==> config.mk <==
export PLATFORM = sky130hd
export DESIGN_NAME = tsv_fault_scan
export DESIGN_NICKNAME = d
export VERILOG_FILES = /design/src/rtl/tsv_scan_pkg.sv /design/src/rtl/tsv_pattern_gen.sv /design/src/rtl/tsv_fault_scan.sv
export SDC_FILE = /design/constraint.sdc
export NUM_CORES = 1
export LEC_CHECK = 0
export CORE_MARGIN = 3
export CORE_UTILIZATION = 28
export CTS_CLUSTER_DIAMETER = 100
export CTS_CLUSTER_SIZE = 12
export DETAILED_ROUTE_END_ITERATION = 10
export MAX_ROUTING_LAYER = met4
export SLEW_MARGIN = 20
export SYNTH_ARGS = -nofsm -noshare
export SYNTH_HDL_FRONTEND = slang
export SYNTH_SLANG_ARGS = --single-unit
==> constraint.sdc <==
create_clock -name clk -period 7.5 [get_ports clk]
set_input_delay 1.875 -clock clk [delete_from_list [all_inputs] [get_ports clk]]
set_output_delay 1.875 -clock clk [all_outputs]
set_load 0.01 [all_outputs]
==> src/rtl/tsv_scan_pkg.sv <==
// Shared defaults, FSM state encoding and step-width helper for the TSV fault scanner.
package tsv_scan_pkg;

    localparam int unsigned N_TSV_DEF  = 8;
    localparam int unsigned N_RED_DEF  = 2;
    localparam int unsigned SETTLE_DEF = 2;

    // Step counter covers walking-one plus walking-zero phases without wrapping.
    function automatic int unsigned step_width(input int unsigned n_tsv);
        return $clog2(2 * n_tsv);
    endfunction

    localparam int unsigned STEP_W_DEF = step_width(N_TSV_DEF);

    typedef enum logic [1:0] {
        IDLE   = 2'd0,
        DRIVE  = 2'd1,
        SAMPLE = 2'd2,
        FINISH = 2'd3
    } state_t;

endpackage

==> src/rtl/tsv_pattern_gen.sv <==
// Combinational step-to-pattern map: walking-one for the first N_TSV steps, walking-zero after.
module tsv_pattern_gen
    import tsv_scan_pkg::*;
#(
    parameter int unsigned N_TSV  = N_TSV_DEF,
    parameter int unsigned STEP_W = STEP_W_DEF
) (
    input  logic [STEP_W-1:0] step,
    output logic [N_TSV-1:0]  pattern
);

    logic              walk_zero;
    logic [STEP_W-1:0] lane;

    always_comb begin
        walk_zero = (step >= STEP_W'(N_TSV));
        lane      = walk_zero ? (step - STEP_W'(N_TSV)) : step;
        pattern   = '0;
        for (int unsigned i = 0; i < N_TSV; i++) begin
            pattern[i] = walk_zero ^ (lane == STEP_W'(i));
        end
    end

endmodule

==> src/rtl/tsv_fault_scan.sv <==
// TSV loopback fault scanner: walks one/zero patterns across all lanes and flags any lane
// whose received value ever differs from the driven value.
module tsv_fault_scan
    import tsv_scan_pkg::*;
#(
    parameter int unsigned N_TSV  = N_TSV_DEF,
    parameter int unsigned N_RED  = N_RED_DEF,
    parameter int unsigned SETTLE = SETTLE_DEF
) (
    input  logic             clk,
    input  logic             rst_n,
    input  logic             start,
    input  logic [N_TSV-1:0] tsv_rx,
    output logic [N_TSV-1:0] tsv_tx,
    output logic [N_TSV-1:0] f_flag,
    output logic             flag_valid,
    output logic             busy,
    output logic             done,
    output logic             repair_fail
);

    localparam int unsigned STEP_W    = step_width(N_TSV);
    localparam int unsigned LAST_STEP = 2 * N_TSV - 1;
    localparam int unsigned CNT_W     = $clog2(N_TSV + 1);
    localparam int unsigned SET_W     = 4;

    state_t             state, state_nx;
    logic [STEP_W-1:0]  step, step_nx;
    logic [SET_W-1:0]   settle_cnt, settle_cnt_nx;
    logic [N_TSV-1:0]   scratch, scratch_nx;
    logic [N_TSV-1:0]   tx_nx, pattern_nx, f_flag_nx;
    logic               busy_nx, done_nx, flag_valid_nx, repair_fail_nx;
    logic [CNT_W-1:0]   ones;

    // Pattern is looked up for the upcoming step so tsv_tx can be registered.
    tsv_pattern_gen #(
        .N_TSV  (N_TSV),
        .STEP_W (STEP_W)
    ) u_pattern_gen (
        .step    (step_nx),
        .pattern (pattern_nx)
    );

    always_comb begin
        state_nx       = state;
        step_nx        = step;
        settle_cnt_nx  = settle_cnt;
        scratch_nx     = scratch;
        f_flag_nx      = f_flag;
        repair_fail_nx = repair_fail;
        flag_valid_nx  = flag_valid;
        done_nx        = 1'b0;
        ones           = '0;
        for (int unsigned i = 0; i < N_TSV; i++) begin
            ones = ones + CNT_W'(scratch[i]);
        end

        unique case (state)
            IDLE: begin
                if (start) begin
                    state_nx      = DRIVE;
                    step_nx       = '0;
                    settle_cnt_nx = '0;
                    scratch_nx    = '0;
                end
            end
            DRIVE: begin
                if (settle_cnt == SET_W'(SETTLE - 1)) begin
                    state_nx = SAMPLE;
                end else begin
                    settle_cnt_nx = settle_cnt + SET_W'(1);
                end
            end
            SAMPLE: begin
                scratch_nx    = scratch | (tsv_rx ^ tsv_tx);
                settle_cnt_nx = '0;
                if (step == STEP_W'(LAST_STEP)) begin
                    state_nx = FINISH;
                end else begin
                    state_nx = DRIVE;
                    step_nx  = step + STEP_W'(1);
                end
            end
            FINISH: begin
                state_nx       = IDLE;
                f_flag_nx      = scratch;
                repair_fail_nx = (ones > CNT_W'(N_RED));
                flag_valid_nx  = 1'b1;
                done_nx        = 1'b1;
            end
            default: state_nx = IDLE;
        endcase

        busy_nx = (state_nx != IDLE);
        tx_nx   = ((state_nx == DRIVE) || (state_nx == SAMPLE)) ? pattern_nx : '0;
    end

    always_ff @(posedge clk or negedge rst_n) begin
        if (!rst_n) begin
            state       <= IDLE;
            step        <= '0;
            settle_cnt  <= '0;
            scratch     <= '0;
            tsv_tx      <= '0;
            f_flag      <= '0;
            flag_valid  <= 1'b0;
            busy        <= 1'b0;
            done        <= 1'b0;
            repair_fail <= 1'b0;
        end else begin
            state       <= state_nx;
            step        <= step_nx;
            settle_cnt  <= settle_cnt_nx;
            scratch     <= scratch_nx;
            tsv_tx      <= tx_nx;
            f_flag      <= f_flag_nx;
            flag_valid  <= flag_valid_nx;
            busy        <= busy_nx;
            done        <= done_nx;
            repair_fail <= repair_fail_nx;
        end
    end

endmodule

==> out/qor.csv, run 1 <==
stage,metric,value,unit
power_and_ir_drop,p_total,0.9107,mW
synth,yosys.cell_types.count,43,
cts,cts.path.max_buffers,2,
sta,clock-skew-final,0.003307,ns
worst_setup_path,ff2ff_path_depth,10,
cts,cts_made_buffers,5,
grt,grt_pass1_wl,6327,um
worst_setup_path,reg2reg_slack,4.51,ns
cts,cts-resized-gates,0,
routing,vias,1353,
worst_setup_path,reg2reg_from,scratch[0],
die,io_pins,31,
sta,timing.fmax,302.0,MHz
die,num_rows,29,
worst_setup_path,r2r_end,repair_fail,
sta,slew_violations,0,
synth,syn_area,1959,um2
sta,tns,0,ns
grt,antenna_found_initial,0,
sta,finalSetupViolations,0,
routing,post_drt_via_cell_ratio,4.323,
sta,rsz0062_at_grt,no,
synth,yosysSeqAreaShare,48.53,%
placed_design,dp_hpwl,2786,um
worst_setup_path,crit_end,tsv_tx[2],
synth,syn-instance-count,189,
power_and_ir_drop,leakage,1.138,nW
worst_setup_path,critPathLaunch,start,
routing,wl_met3,130,um
synth,syn_nets,211,
worst_setup_path,endpoint_kind,flip-flop,
die,core,6568,um2
grt,grt_usage,10.54,%
layout,n_antenna_cell,0,
cts,worstSkewPairLatency,0.28,ns
synth,synth_warnings,0,
power_and_ir_drop,irDropWorstVdd,0.00009075,V
routing,wl_met1,1759,um
die,die_h,89.65,um
sta,tightest_slew,0.8431,ns
routing,wl_per_cell,11.80,um
worst_setup_path,cp_data_arrival_time,3.52,ns
placed_design,gp_congestion,0.7908,
cts,cts.sinks,38,
synth,synth_flop_cell,dfrtp_1,
routing,drt_pass1_iterations,4,
sta,slew_headroom,43.79,%
cts,hold_buffers,0,
grt,grt_max_degree,39,
sta,fin_crit_sh,44.15,%
run_status,status,completed,
placed_design,port_buffers,30,
placed_design,pre_cts_ws,3.884,ns
synth,synth_edf_count,0,
die,die_x,89.65,um
routing,highest_layer,met4,
layout,drive_gt1_share,9.091,%
cts,tritoncts,yes,
layout,final_util,36.86,%
grt,grt-ovfl-total,0,
worst_hold_path,min_path_cells,1,
cts,cts_root_buf,clkbuf_8,
routing,drtIter0Drc,45,
worst_setup_path,crit_fanout,11,
worst_setup_path,cp.required,7.70,ns
power_and_ir_drop,p_per_area,376.2,nW/um2
layout,synthToLayoutAreaGrowth,23.56,%
die,die_area,8037,um2
sta,fin_crit,3.311,ns
routing,wl_met2,1787,um
sta,hold_viol,0,
sta,hold_ws,0.4651,ns
layout,n_fill_cell,648,
worst_setup_path,worstSetupPathType,in2reg,
sta,setup_ws,4.189,ns
synth,synthArstFlopShare,100.0,%
grt,first_global_vias,1340,
flow_run,drv_cap,0,
routing,route.detailed.drc,0,
routing,postRouteWirelength,3692,um
synth,ys_ff_latch,38,
cts,clk_pin_slew,0.07,ns
worst_hold_path,min_path_type,reg2reg,
cts,cts_setup_buffers,0,
cts,htreeDepth,2,
worst_setup_path,worstSetupStartpointType,input port,
synth,syn_avg_cell_area,10.37,um2
routing,drtAntennaViolNets,0,
die,start_util,29.83,%
layout,final_nets,241,
-- cell type report --
cell class              count  area (um2)  area share, %
clock buffers               7       86.33          3.566
clock inverters             1       5.005         0.2067
multi-input cells         128       907.1          37.47
repair buffers             30       295.3          12.20
inverters                  16       60.06          2.481
flip-flops and latches     38       950.9          39.28
well taps                  93       116.4          4.806
-- power by group --
group / switching [mW] / total [mW] / leakage, nW / internal (mW)
Sequential: 0.0728 / 0.346 / 0.501 / 0.273
Combinational: 0.214 / 0.423 / 0.589 / 0.209
Clock: 0.0678 / 0.142 / 0.0482 / 0.0742
-- synthesized netlist by cell type (2+ instances only) --
cell / n / area (um2)
xor2_1: 2 / 17.52
dfrtp_1: 38 / 950.9
nand3_1: 4 / 20.02
nand2b_4: 2 / 27.53
clkbuf_1: 2 / 7.510
ha_1: 7 / 87.58
mux2_2: 5 / 56.30
nand2b_1: 4 / 25.02
nor3b_1: 2 / 15.01
nor2_1: 14 / 52.55
o21ai_0: 13 / 65.06
o21ai_2: 2 / 17.52
inv_1: 16 / 60.06
buf_2: 3 / 15.01
mux2i_1: 8 / 80.08
fa_1: 4 / 80.08
nand2_1: 30 / 112.6
xnor2_1: 8 / 70.07
-- state kept, by name, indices dropped and copies added (netlist names) --
| signal | count |
|---|---|
| f_flag | 8 |
| scratch | 8 |
| tsv_tx | 8 |
| settle_cnt | 4 |
| step | 4 |
| state | 2 |
| busy | 1 |
| done | 1 |
| flag_valid | 1 |
| repair_fail | 1 |
-- cells in the final DEF (no fill, tap or decap), types with 5 or more instances in the layout --
master	instances
nand2_1	30
clkbuf_8	6
o21ai_0	13
inv_1	16
clkdlybuf4s50_1	29
dfrtp_1	38
nor2_1	14
mux2i_1	8
mux2_2	5
xnor2_1	8
ha_1	7
-- kinds of logic (layout without fill, tap and decap cells) --
group | count (synthesis) | after routing | synth area share (%)
and+or+nand+nor | 66 | 66 | 16.67
DFF | 38 | 38 | 48.53
AOI/OAI and AO/OA | 28 | 28 | 9.643
buffers and inverters | 23 | 54 | 5.173
muxes | 13 | 13 | 6.960
adders and majority gates | 11 | 11 | 8.557
xor gates and xnor gates | 10 | 10 | 4.470
-- layer usage --
| layer | track usage (%) | up-vias |
|---|---|---|
| met5 | - | - |
| met4 | 2.436 | 0 |
| met3 | 3.285 | 2 |
| met2 | 16.95 | 17 |
| met1 | 12.98 | 643 |
| li1 | - | 691 |
-- worst max-delay path, cell delays in order --
cell             delay, ns
clkdlybuf4s50_1       0.44
nand2b_1              0.38
o221ai_1              0.23
o21ai_2               0.15
nor3b_2               0.24
mux2i_1               0.19
-- how the worst min path moves through the flow --
stage | start | to
finish | flag_valid | flag_valid
global route | flag_valid | flag_valid
CTS | scratch[7] | scratch[7]
detailed placement | flag_valid | flag_valid
global placement | flag_valid | flag_valid
floorplan | scratch[4] | scratch[4]
-- metrics by stage --
stage	cell area, um2	std cells
2_1_floorplan	1959	189
3_3_place_gp	2330	305
3_5_place_dp	2330	305
4_1_cts	2421	313
5_1_grt	2421	313
6_report	2421	313
(Power assumes the default switching activity.)
==> run 2: changes to the inputs <==
- clock period: 7.5 -> 3.15 ns (I/O delays scaled with it)
==> out/qor.csv, run 2 (synthesis gave the netlist of run 1 again) <==
stage,metric,value,unit
cts,cts_setup_buffers,0,
layout,drive_gt1_share,9.545,%
worst_setup_path,crit_fanout,4,
cts,cts.path.max_buffers,2,
routing,drtAntennaViolNets,0,
sta,fin_crit,2.971,ns
grt,grt_usage,10.92,%
layout,final_nets,241,
cts,cts-resized-gates,0,
power_and_ir_drop,p_seq_share,34.7,%
layout,synthToLayoutAreaGrowth,26.18,%
cts,cts.sinks,38,
power_and_ir_drop,pwr-share-comb,43.6,%
sta,hold_ws,0.4700,ns
routing,post_drt_via_cell_ratio,4.457,
sta,timing.fmax,336.6,MHz
die,die_h,89.65,um
layout,reg_top3,"f_flag (8), scratch (8), tsv_tx (8)",
placed_design,port_buffers,30,
die,io_pins,31,
worst_hold_path,min_path_type,reg2reg,
power_and_ir_drop,irDropWorstVdd,0.0003221,V
worst_setup_path,endpoint_kind,flip-flop,
cts,worstSkewPairLatency,0.29,ns
layout,final_cell_mix,"38 x dfrtp_1, 30 x nand2_1, 29 x clkdlybuf4s50_1, 16 x inv_1, 14 x nor2_1",
cts,cts_made_buffers,5,
cts,cts_root_buf,clkbuf_8,
grt,grt-ovfl-total,0,
layout,multi_input_area,907.1,um2
cts,hold_buffers,0,
worst_setup_path,reg2reg_slack,0.18,ns
placed_design,placed_cells,305,
routing,highest_layer,met4,
grt,grt_max_degree,39,
routing,route.detailed.drc,0,
sta,clock-skew-final,0.007860,ns
worst_setup_path,critPathLaunch,scratch[0],
layout,n_antenna_cell,0,
sta,slew_violations,0,
die,die_area,8037,um2
worst_setup_path,worstSetupPathType,reg2reg,
cts,htreeDepth,2,
power_and_ir_drop,leakage,1.161,nW
layout,n_fill_cell,656,
layout,final_common_cell,dfrtp_1,
worst_setup_path,r2r_end,repair_fail,
power_and_ir_drop,power.share.switching,37.00,%
worst_setup_path,reg2reg_from,scratch[0],
grt,antenna_found_initial,0,
sta,tns,0,ns
routing,wl_met3,141,um
routing,vias,1395,
worst_setup_path,worstSetupStartpointType,flip-flop,
routing,drtIter0Drc,51,
worst_hold_path,min_path_cells,2,
power_and_ir_drop,internal_power,1.488,mW
cts,clk_pin_slew,0.08,ns
power_and_ir_drop,netSwitchingPower,0.8743,mW
placed_design,dp_hpwl,2789,um
routing,wl_met2,1837,um
grt,first_global_vias,1387,
sta,tightest_slew,0.8615,ns
flow_run,drv_cap,0,
sta,slew_headroom,42.56,%
die,start_util,29.83,%
layout,stdcell_count,313,
die,die_x,89.65,um
power_and_ir_drop,p_per_area,955.6,nW/um2
worst_setup_path,cp_data_arrival_time,3.19,ns
sta,hold_viol,0,
cts,tritoncts,yes,
worst_setup_path,cp.required,3.37,ns
die,num_rows,29,
power_and_ir_drop,p_clk_share,21.7,%
layout,regArea,950.9,um2
die,core,6568,um2
placed_design,gp_congestion,0.8344,
routing,postRouteWirelength,3873,um
routing,drt_pass1_iterations,4,
routing,wl_met1,1859,um
sta,fin_crit_sh,94.33,%
routing,wl_per_cell,12.37,um
grt,grt_pass1_wl,6465,um
worst_setup_path,ff2ff_path_depth,10,
worst_setup_path,crit_end,repair_fail,
sta,finalSetupViolations,0,
sta,rsz0062_at_grt,no,
run_status,status,completed,
-- run 2: cell count changes in the layout (fill, tap and decap cells not counted) --
cell       delta
bufinv_16     +2
clkinv_2      -1
clkbuf_1      -1
-- run 2: how the worst min path moves through the flow --
stage / from / end
2_1_floorplan: scratch[4] / scratch[4]
3_3_place_gp: scratch[4] / scratch[4]
3_5_place_dp: flag_valid / flag_valid
4_1_cts: scratch[7] / scratch[7]
5_1_grt: flag_valid / flag_valid
6_report: scratch[7] / scratch[7]
-- run 2: layout make-up --
type | count | share of cell area, %
Timing Repair Buffer | 30 | 11.94
Inverter | 16 | 2.429
Sequential cell | 38 | 38.46
Clock inverter | 2 | 2.429
Tap cell | 93 | 4.706
Multi-Input combinational cell | 128 | 36.69
Clock buffer | 6 | 3.340
-- run 2: layer usage --
layer,up-vias,global-route usage [%]
met5,-,-
li1,692,-
met3,4,3.285
met1,673,13.45
met4,0,3.654
met2,26,17.09
-- run 2: through the flow --
step                power (mW)  setup WS [ns]  instance area [um2]  utilization, %
floorplan                1.560         0.2984                 1959               -
global placement         1.844         0.2419                 2330           35.47
detailed placement       1.871         0.1836                 2330           35.47
CTS                      2.399         0.1787                 2472           37.65
global route             2.587        0.02588                 2472           37.65
finish                   2.363         0.1787                 2472           37.65
-- run 2: power groups by stage --
stage / clock network, mW / registers, mW / logic (mW)
3_5_place_dp: 0 / 0.831 / 1.04
4_1_cts: 0.528 / 0.822 / 1.05
3_3_place_gp: 0 / 0.828 / 1.02
2_1_floorplan: 0 / 0.790 / 0.769
6_report: 0.513 / 0.821 / 1.03
5_1_grt: 0.547 / 0.854 / 1.19
-- run 2: critical path, cell delays in order (launching register included) --
cell and delay [ns]:
dfrtp_1 0.43, fa_1 0.54, inv_1 0.05, fa_1 0.45, fa_1 0.49, inv_1 0.04
ha_1 0.20, fa_1 0.38, nand3_1 0.10, o21ai_0 0.08, a31oi_1 0.15
